### src/rtl/noc_pkg.sv
// Shared constants for the 3x3-mesh router: port indices, flit types and gate ranges.
package noc_pkg;

    localparam int N_PORTS = 5;
    localparam int GATE_W  = 3;
    localparam int TYPE_W  = 2;

    localparam logic [GATE_W-1:0] P_LOCAL = 3'd0;
    localparam logic [GATE_W-1:0] P_NORTH = 3'd1;
    localparam logic [GATE_W-1:0] P_EAST  = 3'd2;
    localparam logic [GATE_W-1:0] P_SOUTH = 3'd3;
    localparam logic [GATE_W-1:0] P_WEST  = 3'd4;

    // Gate codes at or above this value do not name a port.
    localparam logic [GATE_W-1:0] GATE_ILLEGAL_MIN = 3'd5;
    localparam logic [GATE_W-1:0] GATE_NONE        = 3'b111;

    localparam logic [TYPE_W-1:0] FT_HEAD   = 2'b00;
    localparam logic [TYPE_W-1:0] FT_BODY   = 2'b01;
    localparam logic [TYPE_W-1:0] FT_TAIL   = 2'b10;
    localparam logic [TYPE_W-1:0] FT_SINGLE = 2'b11;

    typedef enum logic {
        OUT_IDLE = 1'b0,
        OUT_BUSY = 1'b1
    } out_state_e;

    // HEAD and SINGLE both open a packet and so compete in arbitration.
    function automatic logic is_head(input logic [TYPE_W-1:0] flitType);
        return (flitType == FT_HEAD) || (flitType == FT_SINGLE);
    endfunction

endpackage

### src/rtl/sw_alloc_if.sv
// Request/grant bundle between the RC stages, the allocator and the crossbar.
interface sw_alloc_if;
    import noc_pkg::*;

    logic                       enable;
    logic [N_PORTS-1:0]         req_valid;
    logic [N_PORTS*GATE_W-1:0]  req_gate;
    logic [N_PORTS*TYPE_W-1:0]  req_type;
    logic [N_PORTS-1:0]         out_ready;
    logic [N_PORTS-1:0]         grant;
    logic [N_PORTS-1:0]         out_valid;
    logic [N_PORTS*GATE_W-1:0]  out_sel;
    logic                       err;

    modport master (
        output enable, req_valid, req_gate, req_type, out_ready,
        input  grant, out_valid, out_sel, err
    );

    modport slave (
        input  enable, req_valid, req_gate, req_type, out_ready,
        output grant, out_valid, out_sel, err
    );

endinterface

### src/rtl/rr_arb5.sv
// Five-way round-robin picker: returns the first requester at or after ptr.
module rr_arb5
    import noc_pkg::*;
(
    input  logic [N_PORTS-1:0] req_i,
    input  logic [GATE_W-1:0]  ptr_i,
    output logic               found_o,
    output logic [GATE_W-1:0]  idx_o
);

    always_comb begin
        int j;
        found_o = 1'b0;
        idx_o   = '0;
        j       = 0;
        for (int k = 0; k < N_PORTS; k++) begin
            j = (int'(ptr_i) + k) % N_PORTS;
            if (!found_o && req_i[j]) begin
                found_o = 1'b1;
                idx_o   = GATE_W'(j);
            end
        end
    end

endmodule

### src/rtl/sw_alloc.sv
// Switch allocator: per-output round-robin arbitration with wormhole locking.
module sw_alloc
    import noc_pkg::*;
(
    input  logic       clk,
    input  logic       rst,
    sw_alloc_if.slave  bus
);

    out_state_e        state_q [N_PORTS];
    out_state_e        state_d [N_PORTS];
    logic [GATE_W-1:0] owner_q [N_PORTS];
    logic [GATE_W-1:0] owner_d [N_PORTS];
    logic [GATE_W-1:0] rrPtr_q [N_PORTS];
    logic [GATE_W-1:0] rrPtr_d [N_PORTS];
    logic              errFlag_q;
    logic              errFlag_d;

    logic [GATE_W-1:0]         reqGate [N_PORTS];
    logic [TYPE_W-1:0]         reqType [N_PORTS];
    logic [N_PORTS-1:0]        headReq [N_PORTS];
    logic                      arbFound [N_PORTS];
    logic [GATE_W-1:0]         arbIdx [N_PORTS];
    logic [N_PORTS-1:0]        grantVec;
    logic [N_PORTS-1:0]        validVec;
    logic [N_PORTS*GATE_W-1:0] selVec;

    // Unpack the flat request buses and build each output's head-candidate mask.
    always_comb begin
        for (int i = 0; i < N_PORTS; i++) begin
            reqGate[i] = bus.req_gate[i*GATE_W +: GATE_W];
            reqType[i] = bus.req_type[i*TYPE_W +: TYPE_W];
        end
        for (int o = 0; o < N_PORTS; o++) begin
            headReq[o] = '0;
            for (int i = 0; i < N_PORTS; i++) begin
                headReq[o][i] = bus.req_valid[i] && (reqGate[i] == GATE_W'(o))
                                && is_head(reqType[i]);
            end
        end
    end

    for (genvar o = 0; o < N_PORTS; o++) begin : g_arb
        rr_arb5 u_arb (
            .req_i   (headReq[o]),
            .ptr_i   (rrPtr_q[o]),
            .found_o (arbFound[o]),
            .idx_o   (arbIdx[o])
        );
    end

    always_comb begin
        logic [GATE_W-1:0] winner;
        logic              granted;
        logic              ownerHit;
        logic              errSet;
        grantVec  = '0;
        validVec  = '0;
        selVec    = '1;
        errSet    = 1'b0;
        winner    = '0;
        granted   = 1'b0;
        ownerHit  = 1'b0;
        for (int o = 0; o < N_PORTS; o++) begin
            state_d[o] = state_q[o];
            owner_d[o] = owner_q[o];
            rrPtr_d[o] = rrPtr_q[o];
            if (state_q[o] == OUT_IDLE) begin
                winner  = arbIdx[o];
                granted = arbFound[o];
            end else begin
                winner   = owner_q[o];
                ownerHit = bus.req_valid[winner] && (reqGate[winner] == GATE_W'(o));
                granted  = ownerHit && !is_head(reqType[winner]);
                if (ownerHit && is_head(reqType[winner])) begin
                    errSet = 1'b1;
                end
            end
            granted = granted && bus.out_ready[o] && bus.enable;
            if (granted) begin
                validVec[o]                   = 1'b1;
                selVec[o*GATE_W +: GATE_W]    = winner;
                grantVec[winner]              = 1'b1;
                if (state_q[o] == OUT_IDLE) begin
                    rrPtr_d[o] = (winner == P_WEST) ? P_LOCAL : winner + 3'd1;
                    if (reqType[winner] == FT_HEAD) begin
                        state_d[o] = OUT_BUSY;
                        owner_d[o] = winner;
                    end
                end else if (reqType[winner] == FT_TAIL) begin
                    state_d[o] = OUT_IDLE;
                end
            end
        end
        // Illegal gates and packet bodies with no open packet are protocol errors.
        for (int i = 0; i < N_PORTS; i++) begin
            if (bus.req_valid[i]) begin
                if (reqGate[i] >= GATE_ILLEGAL_MIN) begin
                    errSet = 1'b1;
                end else if ((state_q[reqGate[i]] == OUT_IDLE) && !is_head(reqType[i])) begin
                    errSet = 1'b1;
                end
            end
        end
        errFlag_d = errFlag_q | (errSet & bus.enable);
    end

    always_ff @(posedge clk or posedge rst) begin
        if (rst) begin
            for (int o = 0; o < N_PORTS; o++) begin
                state_q[o] <= OUT_IDLE;
                owner_q[o] <= '0;
                rrPtr_q[o] <= '0;
            end
            errFlag_q <= 1'b0;
        end else begin
            state_q   <= state_d;
            owner_q   <= owner_d;
            rrPtr_q   <= rrPtr_d;
            errFlag_q <= errFlag_d;
        end
    end

    assign bus.grant     = rst ? '0 : grantVec;
    assign bus.out_valid = rst ? '0 : validVec;
    assign bus.out_sel   = rst ? {N_PORTS{GATE_NONE}} : selVec;
    assign bus.err       = errFlag_q;

endmodule
### src/flat_wrapper.sv
// flat-port wrapper written by rule: the top's interface ports become plain ports
module sw_alloc_flat import noc_pkg::*;
  (clk, rst, bus_enable, bus_req_valid, bus_req_gate, bus_req_type, bus_out_ready, bus_grant, bus_out_valid, bus_out_sel, bus_err);
  sw_alloc_if bus_i ();
  input  logic clk;
  input  logic rst;
  input wire logic [$bits(bus_i.enable)-1:0] bus_enable;
  input wire logic [$bits(bus_i.req_valid)-1:0] bus_req_valid;
  input wire logic [$bits(bus_i.req_gate)-1:0] bus_req_gate;
  input wire logic [$bits(bus_i.req_type)-1:0] bus_req_type;
  input wire logic [$bits(bus_i.out_ready)-1:0] bus_out_ready;
  output wire logic [$bits(bus_i.grant)-1:0] bus_grant;
  output wire logic [$bits(bus_i.out_valid)-1:0] bus_out_valid;
  output wire logic [$bits(bus_i.out_sel)-1:0] bus_out_sel;
  output wire logic [$bits(bus_i.err)-1:0] bus_err;
  assign bus_i.enable = bus_enable;
  assign bus_i.req_valid = bus_req_valid;
  assign bus_i.req_gate = bus_req_gate;
  assign bus_i.req_type = bus_req_type;
  assign bus_i.out_ready = bus_out_ready;
  assign bus_grant = bus_i.grant;
  assign bus_out_valid = bus_i.out_valid;
  assign bus_out_sel = bus_i.out_sel;
  assign bus_err = bus_i.err;
  sw_alloc u_core (.clk(clk), .rst(rst), .bus(bus_i));
endmodule
### config.mk
export PLATFORM = sky130hd
export DESIGN_NAME = sw_alloc_flat
export DESIGN_NICKNAME = d
export VERILOG_FILES = /design/src/rtl/noc_pkg.sv /design/src/rtl/sw_alloc_if.sv /design/src/rtl/rr_arb5.sv /design/src/rtl/sw_alloc.sv /design/src/flat_wrapper.sv
export SDC_FILE = /design/constraint.sdc
export NUM_CORES = 1
export LEC_CHECK = 0
export ABC_AREA = 1
export BUFFER_PORTS_ARGS = -buffer_cell sky130_fd_sc_hd__clkbuf_2
export CORE_ASPECT_RATIO = 0.8
export CORE_UTILIZATION = 45
export DETAILED_ROUTE_END_ITERATION = 10
export PLACE_DENSITY_LB_ADDON = 0.12
export SYNTH_ARGS = -nofsm -noshare
export SYNTH_HDL_FRONTEND = slang
export SYNTH_HIERARCHICAL = 1
export SYNTH_SLANG_ARGS = --single-unit
### constraint.sdc
create_clock -name clk -period 4.45 [get_ports clk]
set_input_delay 0.445 -clock clk [delete_from_list [all_inputs] [get_ports clk]]
set_output_delay 0.445 -clock clk [all_outputs]
set_load 0.02 [all_outputs]
==> flow_summary.yaml, run 1 <==
synth:
  synthArstFlopShare_pct: 100
  synth_top_area_cell: "nand2_1"
  synth_top_cell_area_share_pct: 19.3
  postSynthNetCount: 2150
  ys_ff_latch: 36
  synth_area_um2: 11600
  synth_area_per_cell_um2: 5.73
  synth_mux_area_share_pct: 0
  ys.flop_type: "dfrtp_1"
  yosysSeqAreaShare_pct: 7.80
  postSynthCellCount: 2015
  synthTopCellsByArea: "nand2_1 19%, nand3_1 12%, ha_1 11%, inv_1 8.8%, dfrtp_1 7.8%"
  synth.most_common_cell: "nand2_1"
  synth_cell_type_count: 53
  synthTopCellsByCount: "595 x nand2_1, 274 x nand3_1, 271 x inv_1"
  synth_edf_count: 0
  synthXorXnorAreaFrac_pct: 4.13
  ys.warnings.count: 6
  synth_compound_area_share_pct: 12.2
  yosys.area_share.simple_pct: 52.6
  synthAdderAreaFrac_pct: 10.5
  synth_top_family_by_area: "simple AND/OR/NAND/NOR gates"
timing:
  max-slew-margin-rel_pct: 36.4
  setup_viol: 17
  fin_crit_sh_pct: 107
  fmax_mhz: 210
  slew_viol_final: 0
  fin_skew_ns: 0.00820
  tightest_slew_ns: 0.953
  hold_viol_final: 0
  fin_setup_tns_ns: -2.63
  layout_setup_ws_ns: -0.320
  finalWorstPathRequiredPeriod_ns: 4.77
  rsz0062_at_grt: "true"
global_route:
  grt_usage_pct: 30.8
  gr-total-overflow: 0
  antenna_found_initial: 0
  grt_pass1_vias: 13200
  grt_pass1_wl_um: 65800
  grt_max_degree: 21
min_path:
  hp-class: "register to register"
cts:
  clk_latency_ns: 0.30
  clock_sinks: 36
  tritoncts: "built"
  ctsLongestPathBuffers: 2
  cts-root-buf: "clkbuf_16"
  htreeDepth: 2
  cts.clk_slew.worst_paths_ns: 0.07
  cts_inserted_buffers: 5
critical_path:
  cp_max_fo: 4
  cp.arrival_ns: 4.33
  endpoint_kind: "output pin"
  path_class: "register to output pin"
  crit_path_frequent_cell: "nand2_4"
  worstSetupStartpointType: "register"
  slowest_delay_ns: 0.40
  cp.required_ns: 4.01
  critPathSlowestCell: "dfrtp_1"
placed_design:
  io_buffers: 63
  dp_hpwl_um: 32300
  routabilityCongestion: 0.995
drt:
  finalWirelength_um: 42700
  drc: 0
  drt_first_pass_iters: 6
  vias: 14500
  drt_iter0_markers: 1276
  post_drt_wl_per_cell_um: 16.0
  viasPerCell: 5.42
  antenna_left: 0
floorplanning:
  rows: 52
  start_util_pct: 45.8
  core_um2: 25200
  pin_count: 64
  die_height_um: 145
  die_width_um: 181
  die-area_um2: 26300
finish:
  layout-drive-gt1-share_pct: 37.3
  nets: 2480
  nFillCells: 2299
  syn_to_final_growth_pct: 38.6
  insertedDiodeCount: 0
status:
  outcome: "finished with violations"
  violations: "negative setup slack"
job:
  drv_cap: 0
## placed cells by master, fill, tap and decap left out, drive strengths merged, types with 45 or more instances in the layout
cell,synthesis,layout
ha,97,97
a21oi,45,45
inv,324,322
nand4,50,50
nand3,314,314
o21ai,128,128
nand2,676,676
buf,22,298
clkbuf,12,64
nor2,167,167
## logic make-up (layout without fill, tap and decap cells)
kind of cell,after synthesis,in the layout
AO/OA/AOI/OAI,220,220
XOR/XNOR,45,45
adder cells (fa/ha/maj),97,97
buffers and inverters,358,689
flip-flops,36,36
AND/OR/NAND/NOR,1259,1259
## final cells by class
cell class	instances	area (um^2)	area share, %
Clock buffer	5	125	0.781
Clock inverter	3	42.5	0.266
Inverter	324	1290	8.03
Multi-Input combinational cell	1621	10500	65.8
Sequential cell	36	907	5.67
Tap cell	324	405	2.53
Timing Repair Buffer	357	2710	16.9
## stage by stage
| stage | util (%) | hold slack, ns | instance area [um^2] | setup slack [ns] | instances |
|---|---|---|---|---|---|
| 2_1_floorplan | - | 0.483 | 11700 | -0.0369 | 2015 |
| 3_3_place_gp | 54.0 | 0.487 | 13600 | -0.258 | 2559 |
| 3_5_place_dp | 54.0 | 0.491 | 13600 | -0.344 | 2559 |
| 4_1_cts | 59.8 | 0.507 | 15100 | -0.191 | 2630 |
| 5_1_grt | 63.4 | 0.544 | 16000 | -0.563 | 2670 |
| 6_report | 63.4 | 0.498 | 16000 | -0.320 | 2670 |
## metal layers
metal  part of all wire (%)  track usage [%]
met5                      0                0
met4                    2.5             8.09
met3                    8.3             5.92
met2                     44             48.3
met1                     45             42.9
## what timing repair did
| action | 4_1_cts | 5_1_grt |
|---|---|---|
| setup endpoints to repair | 20 | 42 |
| gates resized for setup | 201 | 162 |
| buffers inserted | 65 | 45 |
| pin swaps | 136 | 129 |
| hold buffers | 0 | 0 |
## worst paths after layout
check	end	startpoint	depth (start not counted)	slack [ns]
worst min-delay path	u_core/bus.err	u_core/bus.err	2	0.50
min in group asynchronous	u_core/rrPtr_q[1]	rst	2	0.75
worst max register to register	u_core/owner_q[3]	u_core/rrPtr_q[3]	35	0.14
max in group asynchronous	u_core/rrPtr_q[11]	rst	3	2.84
worst max-delay path	bus_grant[4]	u_core/rrPtr_q[13]	31	-0.32
worst min register to register	u_core/bus.err	u_core/bus.err	2	0.50
## critical path, delay by kind of cell, from the launching register on
| family | cells | cell delay, ns |
|---|---|---|
| adders and majority gates | 4 | 0.78 |
| AOI/OAI and AO/OA | 2 | 0.25 |
| buffers and inverters | 8 | 0.71 |
| xor gates and xnor gates | 1 | 0.19 |
| DFF | 1 | 0.40 |
| and+or+nand+nor | 16 | 1.68 |
Power of run 1 is left out: the tool's default activity adds up to more than one toggle a clock period on the data nets, which glitch-free logic cannot reach.
==> run 2, diff against run 1 <==
--- a/config.mk
+++ b/config.mk
@@ -11,6 +11,7 @@
 export CORE_UTILIZATION = 45
 export DETAILED_ROUTE_END_ITERATION = 10
 export PLACE_DENSITY_LB_ADDON = 0.12
+export RECOVER_POWER = 100
 export SYNTH_ARGS = -nofsm -noshare
 export SYNTH_HDL_FRONTEND = slang
 export SYNTH_HIERARCHICAL = 1
==> run 2 against run 1 <==
  * The run still ends with negative setup slack left
  * Cell count did not move
  * Sequential share of layout area hardly changed
  * Routed wire length barely moved
  * Maximum frequency hardly changed
  * Global-route usage unchanged
  * Die area unchanged
  * Setup slack better by 0.0017 ns
  * Register-to-register slack about the same
  * Highest routed layer unchanged
==> flow_summary.yaml, run 2 (synthesized netlist as in run 1, its figures left out) <==
timing:
  setup_viol: 17
  fin_skew_ns: 0.00821
  tightest_slew_ns: 0.954
  rsz0062_at_grt: "true"
  fin_crit_sh_pct: 107
  finalWorstPathRequiredPeriod_ns: 4.77
  fmax_mhz: 210
  layout_setup_ws_ns: -0.319
  slew_viol_final: 0
  hold_viol_final: 0
  max-slew-margin-rel_pct: 36.3
  holdWs_ns: 0.497
floorplanning:
  start_util_pct: 45.8
  core_um2: 25200
  die-area_um2: 26300
  pin_count: 64
  rows: 52
  die_width_um: 181
  die_height_um: 145
finish:
  instances_no_fill: 2670
  nFillCells: 2300
  layout_commonest_cell: "nand2_1"
  layout_common_cells: "534 x nand2_1, 269 x buf_4, 241 x inv_1"
  layout-drive-gt1-share_pct: 37.3
  syn_to_final_growth_pct: 38.6
  nets: 2480
  design_area_um2: 16000
  insertedDiodeCount: 0
global_route:
  antenna_found_initial: 0
  grt_pass1_wl_um: 65800
  grt_usage_pct: 30.8
  gr-total-overflow: 0
  busiest_layer: "met2"
  grtUsageMet2_pct: 48.3
  grt_use_met3_pct: 5.92
  grt_pass1_vias: 13200
  met1_usage_pct: 42.9
  grt_max_degree: 21
status:
  outcome: "finished with violations"
  violations: "negative setup slack"
drt:
  viasPerCell: 5.41
  finalWirelength_um: 42700
  drc: 0
  post_drt_wl_per_cell_um: 16.0
  drt_first_pass_iters: 6
  antenna_left: 0
  drt_iter0_markers: 1275
  vias: 14500
critical_path:
  path_class: "register to output pin"
  timing.rr.start: "u_core/rrPtr_q[3]"
  cp.required_ns: 4.01
  endpoint_kind: "output pin"
  cp_max_fo: 4
  crit_path_frequent_cell: "nand2_4"
  critPathSlowestCell: "dfrtp_1"
  slowest_delay_ns: 0.40
  worstSetupStartpointType: "register"
  r2r_end: "u_core/owner_q[3]"
  critPathCapture: "bus_grant[4]"
  cp.arrival_ns: 4.32
  crit_start: "u_core/rrPtr_q[13]"
  reg2reg_setup_slack_ns: 0.14
  r2r_cells: 35
placed_design:
  dp_slack_ns: -0.344
  dpl_cell_area_um2: 13600
  routabilityCongestion: 0.995
  place_inst: 2559
  io_buffers: 63
  dp_hpwl_um: 32300
cts:
  ctsLongestPathBuffers: 2
  clk_latency_ns: 0.30
  htreeDepth: 2
  clock_sinks: 36
  cts.clk_slew.worst_paths_ns: 0.07
  cts-root-buf: "clkbuf_16"
  tritoncts: "built"
  cts_inserted_buffers: 5
job:
  drv_cap: 0
min_path:
  hp-class: "register to register"
==> run 2: cell type report <==
type / count / area [um^2] / area share, %
Sequential cell: 36 / 907 / 5.67
Inverter: 324 / 1290 / 8.03
Clock buffer: 5 / 125 / 0.781
Clock inverter: 3 / 42.5 / 0.266
Timing Repair Buffer: 357 / 2710 / 16.9
Multi-Input combinational cell: 1621 / 10500 / 65.8
Tap cell: 324 / 405 / 2.53
==> run 2: worst max-delay path, delay by kind of cell (launching register included) <==
family / cells / cell delay (ns)
AO/OA/AOI/OAI: 2 / 0.25
XOR/XNOR: 1 / 0.19
adder cells (fa/ha/maj): 4 / 0.78
buffers and inverters: 8 / 0.71
flip-flops: 1 / 0.40
AND/OR/NAND/NOR: 16 / 1.68
==> run 2: metal layers <==
metal | vias up | part of all wire, %
met5 | - | 0
met2 | 521 | 44
met1 | 6646 | 45
li1 | 7204 | -
met3 | 85 | 8.3
met4 | 0 | 2.5
==> run 2: how the worst min path moves through the flow <==
stage                       from           endpoint  depth (start not counted)
4_1_cts           u_core/bus.err     u_core/bus.err                          2
3_5_place_dp      u_core/bus.err     u_core/bus.err                          2
6_report          u_core/bus.err     u_core/bus.err                          2
5_1_grt           u_core/bus.err     u_core/bus.err                          2
3_3_place_gp      u_core/bus.err     u_core/bus.err                          2
2_1_floorplan  u_core/owner_q[5]  u_core/owner_q[5]                          2
==> run 2: timing repair <==
action / 4_1_cts / 5_1_grt
pin swaps: 136 / 129
hold buffers: 0 / 0
resized for setup: 201 / 162
buffers inserted: 65 / 45
setup endpoints to repair: 20 / 42
==> run 2: stage by stage <==
stage | utilization [%] | TNS (ns)
after detailed placement | 54.0 | -1.27
final | 63.4 | -2.61
after CTS | 59.8 | -1.30
after floorplan | - | -0.0369
after global placement | 54.0 | -0.928
after global routing | 63.4 | -9.61
Power of run 2 is left out for the same reason.
==> run 3, diff against run 2 <==
--- a/config.mk
+++ b/config.mk
@@ -7,8 +7,8 @@
 export LEC_CHECK = 0
 export ABC_AREA = 1
 export BUFFER_PORTS_ARGS = -buffer_cell sky130_fd_sc_hd__clkbuf_2
-export CORE_ASPECT_RATIO = 0.8
-export CORE_UTILIZATION = 45
+export CORE_ASPECT_RATIO = 0.7
+export CORE_UTILIZATION = 55
 export DETAILED_ROUTE_END_ITERATION = 10
 export PLACE_DENSITY_LB_ADDON = 0.12
 export RECOVER_POWER = 100
==> run 3 against run 2 <==
  * The run still ends with negative setup slack left
  * Die area down 18%
  * Critical path depth up 2
  * Count of clock-buffer cells in the layout up 2
  * Utilization up 13 points
  * Non-clock buffer count down 82
  * Sequential cell count unchanged
  * Setup slack worse by 0.098 ns
  * Final area down 4.3%
  * Routed wire length up 0.14%
  * Via count up 2.5%
  * Cell count down 5.1%
  * Highest routed layer is now met5
==> flow_summary.yaml, run 3 (synthesized netlist as in run 1, its figures left out) <==
timing:
  finalWorstPathRequiredPeriod_ns: 4.87
  max-slew-margin-rel_pct: 55.3
  fin_crit_sh_pct: 109
  setup_viol: 14
  tightest_slew_ns: 0.671
  layout_setup_ws_ns: -0.416
  hold_viol_final: 0
  fmax_mhz: 205
  rsz0062_at_grt: "true"
  fin_skew_ns: 0.00482
  slew_viol_final: 0
critical_path:
  endpoint_kind: "output pin"
  reg2reg_setup_slack_ns: 0.07
  cp.arrival_ns: 4.42
  path_depth: 33
  timing.rr.start: "u_core/rrPtr_q[13]"
  r2r_cells: 32
  path_buf_inv: 7
  crit_start: "u_core/rrPtr_q[3]"
  worstSetupStartpointType: "register"
  crit_path_frequent_cell: "nand2_2"
  path_class: "register to output pin"
  cp_max_fo: 7
  cp.required_ns: 4.01
  critPathSlowestCell: "dfrtp_2"
  slowest_delay_ns: 0.43
  crit_family: "simple AND/OR/NAND/NOR gates"
global_route:
  gr-total-overflow: 0
  grt_max_degree: 29
  grt_pass1_vias: 12900
  antenna_found_initial: 0
  grt_pass1_wl_um: 63400
  grt_usage_pct: 36.8
placed_design:
  dp_slack_ns: -0.205
  dp_hpwl_um: 31100
  io_buffers: 63
  routabilityCongestion: 1.04
floorplanning:
  die_height_um: 123
  pin_count: 64
  die_width_um: 175
  core_um2: 20200
  rows: 43
  die-area_um2: 21600
  start_util_pct: 57.3
finish:
  syn_to_final_growth_pct: 32.6
  nFillCells: 1621
  layout-drive-gt1-share_pct: 34.2
  layout_common_cells: "537 x nand2_1, 247 x inv_1, 226 x nand3_1"
  nets: 2398
  layout_commonest_cell: "nand2_1"
min_path:
  hp-class: "input port to asynchronous set/reset pin"
drt:
  vias: 14800
  drc: 0
  drt_iter0_markers: 1839
  antenna_left: 0
  post_drt_wl_per_cell_um: 16.9
  viasPerCell: 5.85
  drt_first_pass_iters: 7
  finalWirelength_um: 42800
cts:
  htreeDepth: 2
  tritoncts: "built"
  clk_latency_ns: 0.29
  clock_sinks: 36
  ctsLongestPathBuffers: 2
  cts_inserted_buffers: 5
  cts.hold.buffers_added: 0
  cts-root-buf: "clkbuf_16"
  cts.clk_slew.worst_paths_ns: 0.07
status:
  violations: "negative setup slack"
  outcome: "finished with violations"
job:
  drv_cap: 0
## run 3: changes by cell type in the layout (fill, tap and decap cells not counted), sizes merged
cell      change
clkbuf        -1
buf          -79
clkinv        -1
diode         +1
clkinvlp      -1
## run 3: cell type report
class                      instances  area (um^2)  area share, %
multi-input combinational       1621        10500           68.7
timing repair buffer             275         2080           13.6
inverter                         324         1280           8.36
sequential                        36          908           5.93
tap                              270          338           2.20
clock buffer                       7          153          0.996
clock inverter                     1         30.0          0.196
antenna                            1         2.50         0.0163
## run 3: stage by stage
step	hold slack, ns	utilization (%)	std cells	TNS [ns]	instance area [um^2]
after floorplan	0.483	-	2015	-0.0369	11700
after global placement	0.508	64.9	2446	-0.167	13100
after detailed placement	0.513	64.9	2446	-0.799	13100
after CTS	0.437	71.3	2504	-0.710	14400
after global routing	0.488	75.9	2534	-7.30	15300
final	0.490	75.9	2535	-2.09	15300
## run 3: per-layer routing
layer | global-route usage (%) | vias to the layer above | part of all wire [%]
li1 | - | 7032 | -
met1 | 49.9 | 6835 | 42
met2 | 57.4 | 823 | 43
met3 | 9.62 | 132 | 12
met4 | 9.02 | 2 | 2.7
met5 | 4.63 | - | 0.16
## run 3: worst reg2reg max path: cells and delay by family (launching register included)
| kind | cells | cell delay [ns] |
|---|---|---|
| and+or+nand+nor | 10 | 1.14 |
| AOI/OAI and AO/OA | 8 | 0.98 |
| buffers and inverters | 9 | 0.86 |
| adders and majority gates | 4 | 0.79 |
| DFF | 1 | 0.40 |
| xor gates and xnor gates | 1 | 0.10 |
## run 3: worst paths after layout
check / endpoint
max: bus_grant[3]
min: u_core/owner_q[1]
max reg2reg: u_core/owner_q[13]
min reg2reg: u_core/bus.err
max in group asynchronous: u_core/rrPtr_q[11]
min in group clk: u_core/bus.err
## run 3: repair_timing
item	in CTS	in global routing
resized for setup	192	163
setup buffers	51	37
cloned	0	0
pin swaps	107	92
setup endpoints to repair	19	44
Power of run 3 is left out for the same reason.
